$ cat src/rtl/genius_input_encoder.sv
// -----------------------------------------------------------------------------
// genius_input_encoder
//
// Debounced three-button encoder for a memory game. Each button is brought
// into the clock domain through a two-flop synchronizer. A single FSM then
// accepts one clean press, emits its 2-bit code for one cycle, and refuses
// further presses until every button has been released and the release has
// been debounced.
//
// Parameters
//   DEBOUNCE_CYCLES  consecutive stable cycles needed to accept a press or a
//                    release (2..65535)
//
// Ports
//   clock         in   system clock, rising edge
//   reset_n       in   asynchronous active-low reset
//   btn0..btn2    in   raw player buttons, active-high, asynchronous
//   enable        in   new presses are accepted only while high
//   symbol        out  code of last accepted press (00/01/10, 11 = none)
//   symbol_valid  out  one-cycle pulse when symbol is updated
//   multi_press   out  one-cycle pulse when several buttons rise together
//   busy          out  high whenever the FSM is not idle
//   press_count   out  accepted presses modulo 16
// -----------------------------------------------------------------------------
module genius_input_encoder #(
    parameter int unsigned DEBOUNCE_CYCLES = 4
) (
    input  logic       clock,
    input  logic       reset_n,
    input  logic       btn0,
    input  logic       btn1,
    input  logic       btn2,
    input  logic       enable,
    output logic [1:0] symbol,
    output logic       symbol_valid,
    output logic       multi_press,
    output logic       busy,
    output logic [3:0] press_count
);

    typedef enum logic [1:0] {
        ST_IDLE      = 2'd0,
        ST_DEB_PRESS = 2'd1,
        ST_WAIT_REL  = 2'd2,
        ST_DEB_REL   = 2'd3
    } state_t;

    localparam logic [15:0] CNT_LAST = 16'(DEBOUNCE_CYCLES - 1);

    // True when exactly one bit of the vector is set.
    function automatic logic is_one_hot(input logic [2:0] b);
        return (b != 3'b000) && ((b & (b - 3'b001)) == 3'b000);
    endfunction

    // Maps a one-hot button vector to its symbol code.
    function automatic logic [1:0] encode_symbol(input logic [2:0] b);
        logic [1:0] code;
        case (b)
            3'b001:  code = 2'b00;
            3'b010:  code = 2'b01;
            3'b100:  code = 2'b10;
            default: code = 2'b11;
        endcase
        return code;
    endfunction

    logic [2:0]  r_sync1;
    logic [2:0]  r_sync2;
    logic [2:0]  w_b;
    state_t      r_state;
    state_t      w_state_next;
    logic [15:0] r_cnt;
    logic [15:0] w_cnt_next;
    logic [2:0]  r_cap;
    logic [2:0]  w_cap_next;
    logic [1:0]  r_symbol;
    logic [1:0]  w_symbol_next;
    logic        r_symbol_valid;
    logic        w_symbol_valid_next;
    logic        r_multi_press;
    logic        w_multi_press_next;
    logic        r_busy;
    logic [3:0]  r_press_count;
    logic [3:0]  w_press_count_next;

    assign w_b = r_sync2;

    // Two-flop synchronizer for the raw button inputs.
    always_ff @(posedge clock or negedge reset_n) begin
        if (!reset_n) begin
            r_sync1 <= 3'b000;
            r_sync2 <= 3'b000;
        end else begin
            r_sync1 <= {btn2, btn1, btn0};
            r_sync2 <= r_sync1;
        end
    end

    // Next-state and next-output logic for the press/release FSM.
    always_comb begin
        w_state_next        = r_state;
        w_cnt_next          = r_cnt;
        w_cap_next          = r_cap;
        w_symbol_next       = r_symbol;
        w_symbol_valid_next = 1'b0;
        w_multi_press_next  = 1'b0;
        w_press_count_next  = r_press_count;
        case (r_state)
            ST_IDLE: begin
                if (enable && (w_b != 3'b000)) begin
                    if (is_one_hot(w_b)) begin
                        w_cap_next   = w_b;
                        w_cnt_next   = 16'd0;
                        w_state_next = ST_DEB_PRESS;
                    end else begin
                        w_multi_press_next = 1'b1;
                        w_state_next       = ST_WAIT_REL;
                    end
                end else begin
                    w_state_next = ST_IDLE;
                end
            end
            ST_DEB_PRESS: begin
                // A changed vector is treated as bounce and abandoned before
                // enable is considered.
                if (w_b != r_cap) begin
                    w_state_next = ST_IDLE;
                end else if (!enable) begin
                    w_state_next = ST_WAIT_REL;
                end else if (r_cnt == CNT_LAST) begin
                    w_symbol_next       = encode_symbol(r_cap);
                    w_symbol_valid_next = 1'b1;
                    w_press_count_next  = r_press_count + 4'd1;
                    w_state_next        = ST_WAIT_REL;
                end else begin
                    w_cnt_next = r_cnt + 16'd1;
                end
            end
            ST_WAIT_REL: begin
                if (w_b == 3'b000) begin
                    w_cnt_next   = 16'd0;
                    w_state_next = ST_DEB_REL;
                end else begin
                    w_state_next = ST_WAIT_REL;
                end
            end
            ST_DEB_REL: begin
                if (w_b != 3'b000) begin
                    w_state_next = ST_WAIT_REL;
                end else if (r_cnt == CNT_LAST) begin
                    w_state_next = ST_IDLE;
                end else begin
                    w_cnt_next = r_cnt + 16'd1;
                end
            end
            default: begin
                w_state_next = ST_IDLE;
            end
        endcase
    end

    // State, working registers and registered outputs.
    always_ff @(posedge clock or negedge reset_n) begin
        if (!reset_n) begin
            r_state        <= ST_IDLE;
            r_cnt          <= 16'd0;
            r_cap          <= 3'b000;
            r_symbol       <= 2'b11;
            r_symbol_valid <= 1'b0;
            r_multi_press  <= 1'b0;
            r_busy         <= 1'b0;
            r_press_count  <= 4'd0;
        end else begin
            r_state        <= w_state_next;
            r_cnt          <= w_cnt_next;
            r_cap          <= w_cap_next;
            r_symbol       <= w_symbol_next;
            r_symbol_valid <= w_symbol_valid_next;
            r_multi_press  <= w_multi_press_next;
            r_busy         <= (w_state_next != ST_IDLE);
            r_press_count  <= w_press_count_next;
        end
    end

    assign symbol       = r_symbol;
    assign symbol_valid = r_symbol_valid;
    assign multi_press  = r_multi_press;
    assign busy         = r_busy;
    assign press_count  = r_press_count;

endmodule

$ cat config.mk
export PLATFORM = sky130hd
export DESIGN_NAME = genius_input_encoder
export DESIGN_NICKNAME = d
export VERILOG_FILES = /design/src/rtl/genius_input_encoder.sv
export SDC_FILE = /design/constraint.sdc
export NUM_CORES = 1
export LEC_CHECK = 0
export ABC_AREA = 1
export CAP_MARGIN = 20
export CORE_MARGIN = 4
export CORE_UTILIZATION = 31
export DETAILED_ROUTE_END_ITERATION = 12
export SYNTH_ARGS = -nofsm -noshare
export SYNTH_HDL_FRONTEND = slang
export SYNTH_SLANG_ARGS = --single-unit
$ cat constraint.sdc
create_clock -name clock -period 1.55 [get_ports clock]
set_input_delay 0.31 -clock clock [delete_from_list [all_inputs] [get_ports clock]]
set_output_delay 0.31 -clock clock [all_outputs]
set_load 0.02 [all_outputs]
==> flow_summary_export.csv, run 1 <==
group,metric,value,unit
detailed_routing,ant_nets,0,
die,ios,15,
sta,period_share,98.6,%
detailed_routing,dr_wl_met2,2460,um
sta,setup_viol,0,
clock_tree,path_clk_slew,80,ps
placed_design,dp_slack,-155,ps
worst_setup_path,cp_slowest_cell,"dfrtp_1",
job,cap_violations,0,
die,die_x,91.4,um
yosys,synth.distinct_cells,27,
yosys,ys_warn_count,0,
clock_tree,cts_buffers,5,
power_and_ir_drop,p_leak,1.28,nW
worst_setup_path,critPathKind,"reg -> reg",
detailed_routing,drtIter0Drc,110,
placed_design,portBuffers,14,
power_and_ir_drop,vdd_drop_max,265,uV
global_route,grt_pass1_wl,8850,um
detailed_routing,viasPerCell,4.57,
clock_tree,clk_latency,290,ps
detailed_routing,first_pass_iters,4,
detailed_routing,vias,1996,
worst_hold_path,hold_class,"reg -> reg",
yosys,ys_ff_latch,36,
global_route,grt_usage,13.0,%
yosys,synth.avg_cell_area,7.19,um^2
sta,max_freq,654,MHz
yosys,netlist_instances,300,
global_route,first_global_vias,1923,
clock_tree,cts_sinks,36,
detailed_routing,highest_layer,"met4",
worst_setup_path,start_kind,"flip-flop",
die,dieHeight,91.4,um
cells_and_area,final_core_util,40.4,%
yosys,synth_area,2160,um^2
placed_design,dp_hpwl,3580,um
placed_design,globalplace.congestion,0.912,
detailed_routing,drc,0,
yosys,yosysSeqAreaShare,41.9,%
detailed_routing,wl_met3,165,um
die,core,6790,um^2
clock_tree,cts_tree,"yes",
sta,hold_viol_final,0,
sta,drv_slew,0,
cells_and_area,n_antenna_cell,0,
cells_and_area,final_common_cell,"nand2_1",
yosys,synth.area.top_cells,"dfrtp_1, nand2_1, nor2_1, nand4_1, nand3_1",
clock_tree,cts-root-buf,"clkbuf_8",
worst_setup_path,cp_cell_sequence,"ha_2 -> inv_2 -> nor2_2 -> nand2_2 -> nor2_4 -> nand3_2 -> nand3_4 -> nor2_4 -> nand2_1 -> nand2_1",
cells_and_area,fin_nets,348,
worst_setup_path,critPathMaxFanout,5,
global_route,antenna_found_initial,0,
cells_and_area,fillers,725,
status,status,"finished, final reports clean",
detailed_routing,wl_per_cell,11.9,um
yosys,syn_nets,308,
power_and_ir_drop,power-per-cell-area,646,nW/um^2
cells_and_area,multi_input_area,1190,um^2
global_route,grt_overflow_total,0,
sta,skew,7.71,ps
clock_tree,clk_path_buf_depth,2,
yosys,yosysTopAreaCell,"dfrtp_1",
sta,fin_crit,1530,ps
die,start_util,31.7,%
detailed_routing,wl,5210,um
worst_setup_path,critical_path_arrival,1710,ps
sta,max_slew.worst_pin.slew,388,ps
worst_setup_path,end_kind,"flip-flop",
global_route,grt_max_degree,22,
worst_setup_path,crit_required,1730,ps
clock_tree,h-tree-depth,2,
cells_and_area,stdcell_count,437,
sta,relSlewSlack,74.2,%
die,rows,30,
placed_design,dp_cells,421,
sta,fin_ws,21.4,ps
yosys,synth_top_area_share,39.4,%
sta,rsz0062_at_grt,"yes",
worst_setup_path,cpPeakStageDelay,360,ps
detailed_routing,drt-met1-wl,2500,um
cells_and_area,area_growth,27.3,%
cells_and_area,seqCellArea,906,um^2
die,dieArea,8360,um^2
cells_and_area,layout-drive-gt1-share,21.1,%
cells_and_area,final_cell_mix,"nand2_1, nor2_1, dfrtp_1",
## power by group
group	leakage [nW]	internal, mW	switching [mW]
Clock	0.0404	0.318	0.372
Sequential	0.467	0.950	0.00731
Combinational	0.773	0.0498	0.0741
Total	1.28	1.32	0.454
## state kept, by name (all words and copies together) (netlist names)
name          cells
r_cnt            16
r_cap             3
r_state           2
multi_press       1
press_count       4
r_sync2           3
symbol_valid      1
busy              1
symbol            2
r_sync1           3
## cell families (layout without fill, tap and decap cells)
group / count (synthesis) / in the layout / share of synthesized area [%]
DFF: 36 / 36 / 41.9
adders and majority gates: 2 / 2 / 1.16
buffers and inverters: 35 / 72 / 7.48
xor gates and xnor gates: 12 / 12 / 4.87
AOI/OAI and AO/OA: 13 / 13 / 3.02
and+or+nand+nor: 202 / 206 / 41.6
## area by class of cell
| class | instances | share of cell area, % |
|---|---|---|
| clock inverter | 3 | 0.866 |
| clock buffer | 5 | 2.51 |
| tap | 96 | 4.38 |
| timing repair buffer | 38 | 12.4 |
| sequential | 36 | 33.0 |
| multi-input combinational | 233 | 43.3 |
| inverter | 26 | 3.56 |
## worst max-delay path: cells and delay by family, from the launching register on
family	cells	cell delay [ps]
buffers and inverters	1	50
AND/OR/NAND/NOR	8	830
adder cells (fa/ha/maj)	1	190
flip-flops	1	360
## layer usage
layer | global-route usage (%) | vias up
li1 | - | 1031
met1 | 16.8 | 924
met2 | 21.6 | 33
met3 | 2.40 | 8
met4 | 4.52 | 0
met5 | 0 | -
## path summary, 6_finish.rpt
check	start	end	slack (ps)	depth (start not counted)
max	r_cnt[1]	r_cnt[9]	20	10
min	r_sync1[1]	r_sync2[1]	350	0
max reg2reg	r_cnt[1]	r_cnt[9]	20	10
min reg2reg	r_sync1[1]	r_sync2[1]	350	0
max in group asynchronous	reset_n	symbol[0]	570	3
min in group asynchronous	reset_n	r_cnt[7]	470	2
## cells in the mapped netlist (all sizes together)
cell	n
nor2	54
dfstp	2
nor3	3
ha	2
nand3	19
nand2	106
buf	7
xnor2	5
clkbuf	2
nand4	18
and2	1
dfrtp	34
or2	1
a21oi	5
o21ai	8
inv	26
xor2	7
## through the flow
step / total power, mW / instance area [um^2] / hold slack [ps] / setup TNS [ps]
floorplan: 1.02 / 2160 / 14.4 / 0
global placement: 1.08 / 2520 / 251 / -1630
detailed placement: 1.08 / 2520 / 254 / -2560
CTS: 1.79 / 2680 / 359 / 0
global route: 1.85 / 2750 / 364 / -1010
finish: 1.77 / 2750 / 355 / 0
## timing repair
item,in CTS,in global routing
gates resized for setup,13,15
hold endpoints to repair,14,0
pin swaps,3,4
setup buffers,0,3
setup endpoints to repair,23,26
hold buffers,1,0
gates cloned,3,1
(Power assumes the default switching activity.)
==> inputs of run 2 (changes only) <==
--- a/config.mk
+++ b/config.mk
@@ -6,10 +6,11 @@
 export NUM_CORES = 1
 export LEC_CHECK = 0
 export ABC_AREA = 1
-export CAP_MARGIN = 20
+export CAP_MARGIN = 10
 export CORE_MARGIN = 4
 export CORE_UTILIZATION = 31
 export DETAILED_ROUTE_END_ITERATION = 12
+export MAX_ROUTING_LAYER = met4
 export SYNTH_ARGS = -nofsm -noshare
 export SYNTH_HDL_FRONTEND = slang
 export SYNTH_SLANG_ARGS = --single-unit
==> flow_summary_export.csv, run 2 (synthesized netlist as in run 1, its figures left out) <==
group,metric,value,unit
die,dieHeight,91.4,um
worst_setup_path,crit-reg2reg-launch,"r_cnt[1]",
placed_design,dp_hpwl,3580,um
worst_setup_path,endpoint,"r_cnt[15]",
power_and_ir_drop,power-per-cell-area,645,nW/um^2
worst_setup_path,rr_worst_depth,10,
detailed_routing,drc,0,
sta,relSlewSlack,74.4,%
clock_tree,cts_buffers,5,
die,ios,15,
sta,fin_crit,1520,ps
global_route,grt_max_degree,22,
detailed_routing,ant_nets,0,
sta,max_slew.worst_pin.slew,384,ps
die,die_x,91.4,um
global_route,antenna_found_initial,0,
detailed_routing,drt-met1-wl,2520,um
placed_design,portBuffers,14,
sta,setup_tns,0,ps
power_and_ir_drop,vdd_drop_max,266,uV
detailed_routing,first_pass_iters,4,
detailed_routing,vias,2011,
detailed_routing,viasPerCell,4.61,
clock_tree,clk_latency,290,ps
sta,setup_viol,0,
worst_setup_path,startpoint,"r_cnt[1]",
die,dieArea,8360,um^2
cells_and_area,regMostFlops,"r_cnt",
clock_tree,path_clk_slew,80,ps
cells_and_area,n_antenna_cell,0,
placed_design,dp_slack,-155,ps
power_and_ir_drop,total_power,1.77,mW
placed_design,globalplace.congestion,0.928,
global_route,grt_usage,13.4,%
worst_setup_path,start_kind,"flip-flop",
detailed_routing,dr_wl_met2,2520,um
clock_tree,cts-root-buf,"clkbuf_8",
worst_setup_path,critPathKind,"reg -> reg",
global_route,grt_overflow_total,0,
sta,hold_ws,354,ps
sta,max_freq,656,MHz
detailed_routing,wl_met3,152,um
worst_setup_path,critical_path_arrival,1710,ps
worst_setup_path,rrSetupSlack,30,ps
die,start_util,31.7,%
worst_setup_path,worstReg2RegEnd,"r_cnt[15]",
job,cap_violations,0,
die,rows,30,
detailed_routing,highest_layer,"met4",
cells_and_area,layout-drive-gt1-share,21.8,%
cells_and_area,fin_nets,347,
clock_tree,cts_tree,"yes",
sta,skew,7.36,ps
sta,hold_viol_final,0,
detailed_routing,wl_per_cell,12.0,um
cells_and_area,final_core_util,40.5,%
clock_tree,clk_path_buf_depth,2,
detailed_routing,wl,5250,um
sta,fin_ws,26.2,ps
status,status,"finished, final reports clean",
power_and_ir_drop,p_leak,1.28,nW
clock_tree,cts_sinks,36,
worst_setup_path,end_kind,"flip-flop",
cells_and_area,area_growth,27.5,%
cells_and_area,largest_reg_flops,16,
worst_setup_path,critPathMaxFanout,4,
cells_and_area,final_cell_mix,"nand2_1, nor2_1, dfrtp_1",
cells_and_area,final_common_cell,"nand2_1",
global_route,first_global_vias,1924,
clock_tree,h-tree-depth,2,
sta,rsz0062_at_grt,"yes",
sta,drv_slew,0,
detailed_routing,drtIter0Drc,128,
die,core,6790,um^2
worst_setup_path,crit_required,1740,ps
sta,period_share,98.3,%
worst_hold_path,hold_class,"reg -> reg",
global_route,grt_pass1_wl,8850,um
[run 2: cell types whose count changed in the layout (fill, tap and decap cells not counted), sizes merged]
cell,change
buf,-1
[run 2: critical path: stages, from the launching register on]
cell and delay [ps]:
dfrtp_1 360, ha_2 190, inv_2 50, nor2_2 90
nand2_2 90, nor2_4 160, nand3_2 120, nand3_4 170
nor2_4 90, nand2_1 60, nand2_1 50
[run 2: final cells by class]
class / instances / area, um^2
clock buffer: 5 / 68.8
clock inverter: 3 / 23.8
fill: 723 / 4040
inverter: 26 / 100
multi-input combinational: 233 / 1200
sequential: 36 / 906
tap: 96 / 120
timing repair buffer: 37 / 333
[run 2: worst min path at each step]
stage	from	to	cells after the start
2_1_floorplan	reset_n	busy	0
3_3_place_gp	reset_n	press_count[0]	1
3_5_place_dp	reset_n	press_count[2]	1
4_1_cts	r_sync1[1]	r_sync2[1]	0
5_1_grt	r_sync1[2]	r_sync2[2]	0
6_report	r_sync1[1]	r_sync2[1]	0
[run 2: where the power goes]
part           total [mW]  internal [mW]  switching [mW]
Clock               0.690          0.318           0.372
Sequential          0.958          0.950         0.00786
Combinational       0.125         0.0499          0.0749
Total                1.77           1.32           0.455
[run 2: timing repair]
item | in CTS | in global routing
pin swaps | 3 | 5
gates resized for setup | 13 | 19
endpoints found under the hold margin | 14 | 0
setup endpoints to repair | 23 | 26
buffers inserted | 0 | 2
hold buffers | 1 | 0
gates cloned | 3 | 1
[run 2: per-layer routing]
metal | vias up | global-route usage [%]
li1 | 1031 | -
met1 | 941 | 16.7
met2 | 33 | 21.7
met3 | 6 | 2.40
met4 | 0 | 4.52
met5 | - | -
[run 2: stage by stage]
step	instance area (um^2)	cells
after global placement	2520	421
after CTS	2680	433
after global routing	2750	436
after detailed placement	2520	421
after floorplan	2160	300
final	2750	436
